## src/rtl/noc_inject_sequencer.sv

```systemverilog
// rtl/noc_inject_sequencer.sv - automatic packet-injection sequencer for the NoC test harness
module noc_inject_sequencer #(
  parameter int N_ROUTERS   = 16,
  parameter int DATA_W      = 10,
  parameter int RID_W       = 5,
  parameter int GAP_CYCLES  = 4,
  parameter int ACK_TIMEOUT = 255
) (
  input  logic                            clk,
  input  logic                            rst_n,
  input  logic                            start,
  input  logic                            mode,
  input  logic [RID_W-1:0]                cfg_router,
  input  logic [DATA_W-1:0]               cfg_data,
  input  logic [N_ROUTERS-1:0]            router_ack,
  output logic [N_ROUTERS*(DATA_W+1)-1:0] out_bus,
  output logic                            busy,
  output logic                            done,
  output logic [RID_W-1:0]                cur_router,
  output logic [7:0]                      pkt_count,
  output logic                            timeout_err,
  output logic                            range_err
);

  localparam int PKT_W = DATA_W + 1;
  localparam int BUS_W = N_ROUTERS * PKT_W;
  localparam logic [7:0] TO_LAST  = 8'(ACK_TIMEOUT - 1);
  localparam logic [7:0] GAP_LAST = 8'(GAP_CYCLES - 1);
  localparam logic [RID_W-1:0] LAST_RID = RID_W'(N_ROUTERS - 1);

  typedef enum logic [1:0] {
    S_IDLE   = 2'd0,
    S_INJECT = 2'd1,
    S_GAP    = 2'd2,
    S_DONE   = 2'd3
  } state_t;

  state_t             state_q, state_d;
  logic               mode_q, mode_d;
  logic [DATA_W-1:0]  data_q, data_d;
  logic [RID_W-1:0]   cur_router_q, cur_router_d;
  logic [7:0]         pkt_count_q, pkt_count_d;
  logic [7:0]         timer_q, timer_d;
  logic               timeout_err_q, timeout_err_d;
  logic               range_err_q, range_err_d;
  logic [BUS_W-1:0]   out_bus_q, out_bus_d;
  logic               busy_q, busy_d;
  logic               done_q, done_d;
  logic               ack_sel;

  // Builds a bus image with only the slot at idx carrying {flag, payload}.
  function automatic logic [BUS_W-1:0] slot_pkt(input logic [RID_W-1:0] idx,
                                                input logic [DATA_W-1:0] d);
    logic [BUS_W-1:0] v;
    v = '0;
    for (int i = 0; i < N_ROUTERS; i++) begin
      if (idx == RID_W'(i)) v[i*PKT_W +: PKT_W] = {1'b1, d};
    end
    return v;
  endfunction

  // Pick the ack bit of the currently targeted router; all other acks are ignored.
  always_comb begin
    ack_sel = 1'b0;
    for (int i = 0; i < N_ROUTERS; i++) begin
      if (cur_router_q == RID_W'(i)) ack_sel = router_ack[i];
    end
  end

  // Next-state and registered-output computation.
  always_comb begin
    state_d       = state_q;
    mode_d        = mode_q;
    data_d        = data_q;
    cur_router_d  = cur_router_q;
    pkt_count_d   = pkt_count_q;
    timer_d       = timer_q;
    timeout_err_d = timeout_err_q;
    range_err_d   = range_err_q;
    out_bus_d     = out_bus_q;

    case (state_q)
      S_IDLE: begin
        if (start) begin
          mode_d        = mode;
          data_d        = cfg_data;
          pkt_count_d   = '0;
          timeout_err_d = 1'b0;
          range_err_d   = 1'b0;
          timer_d       = '0;
          if (mode && (32'(cfg_router) >= N_ROUTERS)) begin
            range_err_d = 1'b1;
            state_d     = S_DONE;
          end else begin
            cur_router_d = mode ? cfg_router : '0;
            out_bus_d    = slot_pkt(cur_router_d, cfg_data);
            state_d      = S_INJECT;
          end
        end
      end
      S_INJECT: begin
        if (ack_sel) begin
          pkt_count_d = (pkt_count_q == 8'hFF) ? pkt_count_q : pkt_count_q + 8'd1;
          out_bus_d   = '0;
          timer_d     = '0;
          state_d     = S_GAP;
        end else if (timer_q == TO_LAST) begin
          timeout_err_d = 1'b1;
          out_bus_d     = '0;
          timer_d       = '0;
          state_d       = S_GAP;
        end else begin
          timer_d = timer_q + 8'd1;
        end
      end
      S_GAP: begin
        if (timer_q == GAP_LAST) begin
          timer_d = '0;
          if (!mode_q && (cur_router_q < LAST_RID)) begin
            cur_router_d = cur_router_q + RID_W'(1);
            data_d       = data_q + DATA_W'(1);
            out_bus_d    = slot_pkt(cur_router_d, data_d);
            state_d      = S_INJECT;
          end else begin
            state_d = S_DONE;
          end
        end else begin
          timer_d = timer_q + 8'd1;
        end
      end
      default: begin
        state_d = S_IDLE;
      end
    endcase

    busy_d = (state_d == S_INJECT) || (state_d == S_GAP);
    done_d = (state_d == S_DONE);
  end

  // State and output registers; reset aborts any run and clears the bus at once.
  always_ff @(posedge clk or negedge rst_n) begin
    if (!rst_n) begin
      state_q       <= S_IDLE;
      mode_q        <= 1'b0;
      data_q        <= '0;
      cur_router_q  <= '0;
      pkt_count_q   <= '0;
      timer_q       <= '0;
      timeout_err_q <= 1'b0;
      range_err_q   <= 1'b0;
      out_bus_q     <= '0;
      busy_q        <= 1'b0;
      done_q        <= 1'b0;
    end else begin
      state_q       <= state_d;
      mode_q        <= mode_d;
      data_q        <= data_d;
      cur_router_q  <= cur_router_d;
      pkt_count_q   <= pkt_count_d;
      timer_q       <= timer_d;
      timeout_err_q <= timeout_err_d;
      range_err_q   <= range_err_d;
      out_bus_q     <= out_bus_d;
      busy_q        <= busy_d;
      done_q        <= done_d;
    end
  end

  assign out_bus     = out_bus_q;
  assign busy        = busy_q;
  assign done        = done_q;
  assign cur_router  = cur_router_q;
  assign pkt_count   = pkt_count_q;
  assign timeout_err = timeout_err_q;
  assign range_err   = range_err_q;

endmodule

```

## config.mk

```make
export PLATFORM = sky130hd
export DESIGN_NAME = noc_inject_sequencer
export DESIGN_NICKNAME = d
export VERILOG_FILES = /design/src/rtl/noc_inject_sequencer.sv
export SDC_FILE = /design/constraint.sdc
export NUM_CORES = 1
export LEC_CHECK = 0
export ABC_AREA = 0
export BUFFER_PORTS_ARGS = -buffer_cell sky130_fd_sc_hd__buf_4
export CORE_MARGIN = 2
export CORE_UTILIZATION = 55
export CTS_CLUSTER_SIZE = 14
export DETAILED_ROUTE_END_ITERATION = 7
export PLACE_DENSITY_LB_ADDON = 0.08
export SYNTH_ARGS = -nofsm -noshare
export SYNTH_HDL_FRONTEND = slang
export SYNTH_SLANG_ARGS = --single-unit
```

## constraint.sdc

```tcl
create_clock -name clk -period 3.35 [get_ports clk]
set_input_delay 0.67 -clock clk [delete_from_list [all_inputs] [get_ports clk]]
set_output_delay 0.67 -clock clk [all_outputs]
set_load 0.02 [all_outputs]
```

==> results.cfg, run 1 <==
[run_status]
status = finished clean

[cts]
cts_hold_buf = 0
cts_tree = done
cts_num_sinks = 214
clk_pin_slew_ns = 0.06
root_buffer = clkbuf_16
clockBufferDepth = 3
ctsHtreeMaxLevel = 1
clock_latency_ns = 0.52
numCtsBuffers = 24

[critical_path]
max_stage_delay_ns = 0.57
cp-end-kind = register
crit_top_cell = a2111oi_2
critPathMaxFanout = 111
setup.worst_path.start_class = register
arrival_ns = 3.57
cp_cell_sequence = inv_1 -> ha_1 -> nand3b_1 -> a2111oi_2 -> a2111oi_2 -> a21o_2 -> a21oi_4 -> buf_12 -> a2bb2oi_1
worstSetupPathType = reg -> reg
cp_slowest_cell = buf_12
cp_data_required_time_ns = 3.79

[cells_and_area]
syn_to_final_growth_pct = 24.1
fillers = 1654
diodes = 0
regArea_um2 = 5360
fin_area_um2 = 14400
multi_input_area_um2 = 5670
nets = 1276
instances_no_fill = 1518
drive_gt1_frac = 0.373

[global_route]
overflow = 0
grt_pass1_wl_mm = 54.0
antenna_found_initial = 0
grt_max_degree = 144
grt_pass1_vias = 9439
grt_usage = 0.308

[sta]
tns_ns = 0
slew_viol_final = 0
rsz0062_at_grt = no
setup_ws_ns = 0.215
fin_crit_ns = 3.14
worst_slew_pin_slew_ns = 0.899
finalSetupViolCount = 0
clock.fmax_ghz = 0.319
hold_ws_ns = 0.227
hold_viol_final = 0
slew-limit-headroom = 0.401
post-route-period-util = 0.936
fin_skew_ns = 0.0140

[synthesis]
yosysWarnings = 0
async_reset_ff_frac = 1.00
synth_edf_count = 0
synth_cell_type_count = 58
ys.flop_type = dfrtp_1
syn_avg_cell_area_um2 = 11.2
ys_seq_elements = 214
seq_area_frac_synth = 0.462
syn-num-nets = 1090
netlist_area_um2 = 11600
syn_inst = 1040

[power_and_ir_drop]
p_leak_uw = 0.00654
p_clk_frac = 0.490
p_int_uw = 4200
ir_worst_vdd_mv = 0.330
p_comb_frac = 0.029
p_sw_uw = 1180
p_seq_frac = 0.481
switching_share = 0.219
power_density_nw_per_um2 = 374

[detailed_routing]
drc_errors = 0
routedWlPerCell_um = 23.1
wl_mm = 35.1
drt_pass1_iterations = 6
via_per_inst = 6.55
detail-route-antenna-nets = 0
routed-via-count = 9950
drt_iter0_markers = 853

[die]
row_count = 53
core_area_um2 = 20900
boundaryPins = 228
die_w_um = 149
initial_core_util = 0.555
die_y_um = 149
die_area_um2 = 22300

[run]
cap_violations = 0

[placed_design]
dp_hpwl_mm = 22.7
place_inst = 1475
dp_slack_ns = 0.146
io_buffers = 227
placed_area_um2 = 13600
gp_congestion = 0.891

[hold_path]
holdCritPathClass = in -> async
-- worst max-delay path: cells and delay by family, from the launching register on --
family / cells / cell delay, ns
AO/OA/AOI/OAI: 5 / 1.26
buffers and inverters: 2 / 0.68
flip-flops: 1 / 0.46
adder cells (fa/ha/maj): 1 / 0.33
AND/OR/NAND/NOR: 1 / 0.23
-- cell usage after synthesis, types with 2 or more instances --
| cell type | count | area [µm²] |
|---|---|---|
| or3_1 | 2 | 12.5 |
| nand3_1 | 19 | 95.1 |
| nor2b_1 | 5 | 31.3 |
| a21o_1 | 4 | 30.0 |
| or2_2 | 3 | 18.8 |
| a2111oi_0 | 2 | 17.5 |
| a221oi_1 | 128 | 1120 |
| o41ai_1 | 3 | 26.3 |
| nand2_1 | 86 | 323 |
| o21ai_0 | 50 | 250 |
| buf_4 | 8 | 60.1 |
| buf_2 | 11 | 55.1 |
| xnor2_1 | 11 | 96.3 |
| a21oi_1 | 22 | 110 |
| o21a_1 | 2 | 15.0 |
| xor2_1 | 4 | 35.0 |
| buf_1 | 11 | 41.3 |
| a22o_1 | 3 | 26.3 |
| mux2_2 | 34 | 383 |
| and2_1 | 4 | 25.0 |
| a22oi_1 | 3 | 22.5 |
| dfrtp_1 | 214 | 5360 |
| a211oi_1 | 6 | 45.0 |
| nor3_1 | 21 | 105 |
| inv_1 | 15 | 56.3 |
| clkbuf_1 | 76 | 285 |
| nand4_1 | 8 | 50.1 |
| ha_1 | 15 | 188 |
| or4_1 | 4 | 30.0 |
| o22a_1 | 6 | 52.6 |
| a2111oi_2 | 2 | 30.0 |
| buf_6 | 11 | 124 |
| a2bb2oi_2 | 100 | 1500 |
| nand3b_1 | 7 | 52.6 |
| nor2_1 | 56 | 210 |
| and3_1 | 3 | 18.8 |
| a2bb2oi_1 | 44 | 385 |
| a31oi_1 | 3 | 18.8 |
| o31ai_1 | 6 | 45.0 |
| mux2i_1 | 7 | 70.1 |
| nand2b_1 | 4 | 25.0 |
-- metal layers --
| metal | track usage | routed length [µm] |
|---|---|---|
| met1 | 0.443 | 14200 |
| met2 | 0.480 | 16700 |
| met3 | 0.0495 | 3240 |
| met4 | 0.102 | 973 |
| met5 | 0 | 0 |
-- worst paths after layout --
check	start	to	slack, ns	depth (start not counted)
max	cur_router[1]	out_bus[165]	0.21	9
min	rst_n	out_bus[28]	0.23	1
max reg2reg	cur_router[1]	out_bus[165]	0.21	9
min reg2reg	range_err	range_err	0.49	1
max in group asynchronous	rst_n	out_bus[60]	2.22	2
min in group clk	range_err	range_err	0.49	1
-- logic make-up after synthesis --
kind of cell | Yosys count | synth area share
buffers and inverters | 132 | 0.0536
XOR/XNOR | 15 | 0.0113
multiplexers | 41 | 0.0391
adder cells (fa/ha/maj) | 15 | 0.0162
AO/OA/AOI/OAI | 395 | 0.328
AND/OR/NAND/NOR | 228 | 0.0903
flip-flops | 214 | 0.462
-- stage by stage --
step	power, µW	util
floorplan	2670	-
CTS	5400	0.689
finish	5380	0.689
detailed placement	2790	0.651
global placement	2790	0.651
global route	5530	0.689
-- power groups by stage --
| stage | clock network (µW) | logic, µW | registers [µW] |
|---|---|---|---|
| finish | 2630 | 158 | 2580 |
| global route | 2770 | 173 | 2580 |
| CTS | 2660 | 160 | 2580 |
| detailed placement | 0 | 159 | 2630 |
| global placement | 0 | 157 | 2630 |
| floorplan | 0 | 41.7 | 2630 |
-- repair_timing --
item                       CTS  global route
setup endpoints to repair    0           105
resized for setup            0             1
setup buffers                0             0
-- area by class of cell --
class                           instances  share of cell area
Clock inverter                          6             0.00400
Multi-Input combinational cell        694               0.394
Sequential cell                       214               0.372
Inverter                               15             0.00391
Timing Repair Buffer                  277               0.151
Clock buffer                           37              0.0508
Tap cell                              275              0.0239
-- state kept, by name, indices dropped and copies added, names as in the netlist --
name and count:
timeout_err 1, data_q 10, mode_q 1, state_q 2, range_err 1, cur_router 5
timer_q 8, out_bus 176, busy 1, done 1, pkt_count 8
-- layout by cell type, fill, tap and decap left out, types with 6 or more instances in the layout --
| cell type | n |
|---|---|
| xnor2_1 | 6 |
| clkbuf_1 | 6 |
| clkbuf_8 | 7 |
| a2bb2oi_2 | 100 |
| nor3_1 | 21 |
| buf_4 | 269 |
| o22a_1 | 6 |
| nand3b_1 | 7 |
| a2bb2oi_1 | 44 |
| inv_1 | 15 |
| clkbuf_16 | 25 |
| nand3_1 | 19 |
| mux2_2 | 34 |
| a211oi_1 | 6 |
| buf_12 | 7 |
| ha_1 | 15 |
| nor2_1 | 56 |
| mux2i_1 | 7 |
| nand4_1 | 8 |
| a21oi_1 | 22 |
| a221oi_1 | 128 |
| dfrtp_1 | 214 |
| nand2_1 | 86 |
| o31ai_1 | 6 |
| o21ai_0 | 50 |
Power figures use the tool's default switching activity.
==> run 2, diff against run 1 <==
CTS_BUF_LIST = sky130_fd_sc_hd__clkbuf_8   (was not set)
==> results.cfg, run 2 (synthesis gave the netlist of run 1 again) <==
[run_status]
status = finished clean

[critical_path]
arrival_ns = 3.59
cp_data_required_time_ns = 3.79
setup.worst_path.start_class = register
worstSetupPathType = reg -> reg
cp_slowest_cell = buf_12
crit_family = compound AO/OA/AOI/OAI gates
crit_top_cell = a2111oi_2
cp_num_buf_inv = 2
critPathMaxFanout = 111
cp_cell_sequence = inv_1 -> ha_1 -> nand3b_1 -> a2111oi_2 -> a2111oi_2 -> a21o_2 -> a21oi_4 -> buf_12 -> a2bb2oi_1
cp-end-kind = register
max_stage_delay_ns = 0.57

[sta]
finalSetupViolCount = 0
tns_ns = 0
hold_ws_ns = 0.169
worst_slew_pin_slew_ns = 0.878
post-route-period-util = 0.940
fin_skew_ns = 0.0269
slew_viol_final = 0
fin_crit_ns = 3.15
rsz0062_at_grt = no
setup_ws_ns = 0.202
slew-limit-headroom = 0.415
hold_viol_final = 0
clock.fmax_ghz = 0.318

[cells_and_area]
utilization = 0.687
final_common_cell = buf_4
largest_reg_flops = 176
syn_to_final_growth_pct = 23.7
drive_gt1_frac = 0.378
final_cell_mix = buf_4, dfrtp_1, a221oi_1
diodes = 0
nets = 1289

[detailed_routing]
routed-via-count = 10000
via_per_inst = 6.53
drt_pass1_iterations = 5
drt_iter0_markers = 856
wl_mm = 34.9
routedWlPerCell_um = 22.7
detail-route-antenna-nets = 0
drc_errors = 0

[global_route]
grt_max_degree = 144
use_met1 = 0.442
grt_pass1_wl_mm = 53.7
grt.busiest_layer = met2
grt_usage = 0.307
met2_usage = 0.477
grt_pass1_vias = 9399
overflow = 0
antenna_found_initial = 0
grtUsageMet3 = 0.0498

[cts]
clk_pin_slew_ns = 0.06
cts_tree = done
clockBufferDepth = 3
post-cts-setup-buffers = 0
cts_hold_buf = 0
cts_num_sinks = 214
clock_latency_ns = 0.54
cts_resized = 0
ctsHtreeMaxLevel = 2
root_buffer = clkbuf_8
numCtsBuffers = 37

[placed_design]
dp_hpwl_mm = 22.7
dp_slack_ns = 0.146
io_buffers = 227
gp_congestion = 0.891

[die]
initial_core_util = 0.555
die_w_um = 149
boundaryPins = 228
die_area_um2 = 22300
die_y_um = 149
row_count = 53
core_area_um2 = 20900

[power_and_ir_drop]
power_density_nw_per_um2 = 361
p_leak_uw = 0.00658
ir_worst_vdd_mv = 0.288

[hold_path]
holdCritPathClass = in -> async

[run]
cap_violations = 0
==> run 2: cell type report <==
cell class / count / area [µm²]
clock buffers: 48 / 661
clock inverters: 14 / 83.8
fillers: 1661 / 6540
inverters: 15 / 56.3
multi-input cells: 694 / 5670
flip-flops and latches: 214 / 5360
well taps: 275 / 344
repair buffers: 277 / 2170
==> run 2: per-stage QoR <==
step,total power [µW],instances,cell area (µm²)
after floorplan,2670,1040,11600
after global placement,2790,1475,13600
after detailed placement,2790,1475,13600
after CTS,5190,1537,14300
after global routing,5330,1537,14300
final,5170,1537,14300
==> run 2: final timing paths <==
kind                                     from           end  slack [ns]  depth (start not counted)
worst max-delay path            cur_router[1]  out_bus[165]        0.20                          9
worst min-delay path                    rst_n   out_bus[28]        0.17                          1
worst max register to register  cur_router[1]  out_bus[165]        0.20                          9
worst min register to register      data_q[9]     data_q[9]        0.50                          1
max in group asynchronous               rst_n  pkt_count[7]        2.22                          2
min in group clk                    data_q[9]     data_q[9]        0.50                          1
==> run 2: power breakdown <==
part / leakage [µW] / switching [µW] / total, µW / internal [µW]
registers: 0.00293 / 0 / 2590 / 2590
clock network: 0.000428 / 1080 / 2430 / 1350
logic: 0.00323 / 117 / 158 / 40.5
==> run 2: layer usage <==
metal | wire, µm | part of all wire | up-vias
met2 | 16500 | 0.47 | 487
met4 | 984 | 0.028 | 0
met5 | 0 | 0 | -
li1 | - | - | 4447
met3 | 2780 | 0.080 | 77
met1 | 14600 | 0.42 | 5018
==> run 3, diff against run 2 <==
CORE_UTILIZATION = 35   (was 55)
PLACE_DENSITY = 0.53   (was not set)
PLACE_DENSITY_LB_ADDON = not set   (was 0.08)
SKIP_LAST_GASP = 1   (was not set)
==> results.cfg, run 3 (synthesis gave the netlist of run 1 again) <==
[run_status]
status = finished clean

[sta]
tns_ns = 0
post-route-period-util = 0.919
worst_slew_pin_slew_ns = 1.16
finalSetupViolCount = 0
hold_viol_final = 0
slew-limit-headroom = 0.224
slew_viol_final = 0
clock.fmax_ghz = 0.325
fin_crit_ns = 3.08
fin_skew_ns = 0.0105
rsz0062_at_grt = no

[placed_design]
gp_congestion = 0.792
dp_hpwl_mm = 25.9
placed_area_um2 = 13900
io_buffers = 227

[global_route]
grt_pass1_vias = 9722
grt_pass1_wl_mm = 60.0
grt_max_degree = 144
overflow = 0
antenna_found_initial = 0
grt_usage = 0.226

[cells_and_area]
fillers = 3140
largest_reg_flops = 176
syn_to_final_growth_pct = 27.1
diodes = 0
nets = 1306
utilization = 0.452
multi_input_area_um2 = 5680
regArea_um2 = 5360
drive_gt1_frac = 0.385
final_common_cell = buf_4
final_cell_mix = buf_4, dfrtp_1, a221oi_1
fin_area_um2 = 14700

[run]
cap_violations = 0

[die]
initial_core_util = 0.356
boundaryPins = 228
die_y_um = 186
row_count = 66
die_w_um = 186
die_area_um2 = 34600
core_area_um2 = 32600

[critical_path]
setup.worst_path.start_class = register
rr_startpoint = cur_router[1]
critPathCapture = out_bus[99]
r2r_slack_ns = 0.27
cp_data_required_time_ns = 3.82
crit_start = cur_router[1]
critPathMaxFanout = 10
arrival_ns = 3.55
worstSetupPathType = reg -> reg
cp-end-kind = register
reg2reg_depth = 10
r2r-end = out_bus[99]

[cts]
clockBufferDepth = 3
cts_hold_buf = 0
cts_num_sinks = 214
ctsHtreeMaxLevel = 2
cts_tree = done
numCtsBuffers = 41
clock_latency_ns = 0.54
cts_resized = 0
root_buffer = clkbuf_8
clk_pin_slew_ns = 0.06

[detailed_routing]
drt_pass1_iterations = 5
routedWlPerCell_um = 23.0
routed-via-count = 10000
wl_mm = 39.6
drt_iter0_markers = 753
via_per_inst = 5.80
drc_errors = 0
detail-route-antenna-nets = 0

[power_and_ir_drop]
p_leak_uw = 0.00669
power_density_nw_per_um2 = 355
ir_worst_vdd_mv = 0.234

[hold_path]
holdCritPathClass = in -> async
-- run 3: cell count changes in the layout (fill, tap and decap cells not counted), moves of 2 or more --
cell and delta:
buf_12 +4, clkinvlp_4 +2, buf_4 +9, clkbuf_8 +2, clkinv_2 +2, inv_1 +4
-- run 3: how the worst min path moves through the flow --
| stage | endpoint | slack [ns] | cells past startpoint |
|---|---|---|---|
| after floorplan | busy | 0.37 | 0 |
| after global routing | pkt_count[0] | 0.18 | 1 |
| after CTS | pkt_count[0] | 0.15 | 1 |
| final | pkt_count[0] | 0.15 | 1 |
| after global placement | data_q[9] | 0.48 | 1 |
| after detailed placement | range_err | 0.48 | 1 |
-- run 3: repair_timing --
| action | in CTS | in global routing |
|---|---|---|
| hold endpoints to repair | 0 | 0 |
| buffers inserted | 0 | 2 |
| endpoints found under the setup margin | 0 | 127 |
-- run 3: routing by layer --
metal / vias up / part of all wire / GRT usage / wire, µm
met5: - / 0 / 0 / 0
met4: 0 / 0.026 / 0.0712 / 1010
met3: 63 / 0.060 / 0.0372 / 2360
met2: 379 / 0.46 / 0.352 / 18400
met1: 5092 / 0.45 / 0.321 / 17900
li1: 4470 / - / - / -
-- run 3: stage by stage --
step / hold WS [ns] / std cells / worst slack (ns) / total power (µW)
after floorplan: 0.374 / 1040 / 0.513 / 2670
after global placement: 0.479 / 1653 / 0.168 / 2800
after detailed placement: 0.484 / 1653 / 0.0757 / 2800
after CTS: 0.155 / 1723 / 0.0528 / 5310
after global routing: 0.181 / 1725 / 0.0654 / 5430
final: 0.153 / 1725 / 0.270 / 5240
-- run 3: cell type report --
type	instances	area share
clock buffers	50	0.0467
repair buffers	290	0.157
inverters	15	0.00382
flip-flops and latches	214	0.363
multi-input cells	694	0.385
well taps	442	0.0375
clock inverters	20	0.00577
-- run 3: critical path, cell delays in order (launching register included) --
cell and delay, ns:
dfrtp_1 0.41, buf_4 0.16, ha_1 0.18, inv_1 0.09, nor2_1 0.06, ha_1 0.29, and3_1 0.40, nand2_1 0.34
nor2_1 0.66, a221oi_1 0.24, a2bb2oi_2 0.18
-- run 3: power breakdown --
part / switching, µW / total (µW) / internal, µW
clock network: 1150 / 2490 / 1340
registers: 0 / 2590 / 2590
logic: 121 / 162 / 40.7
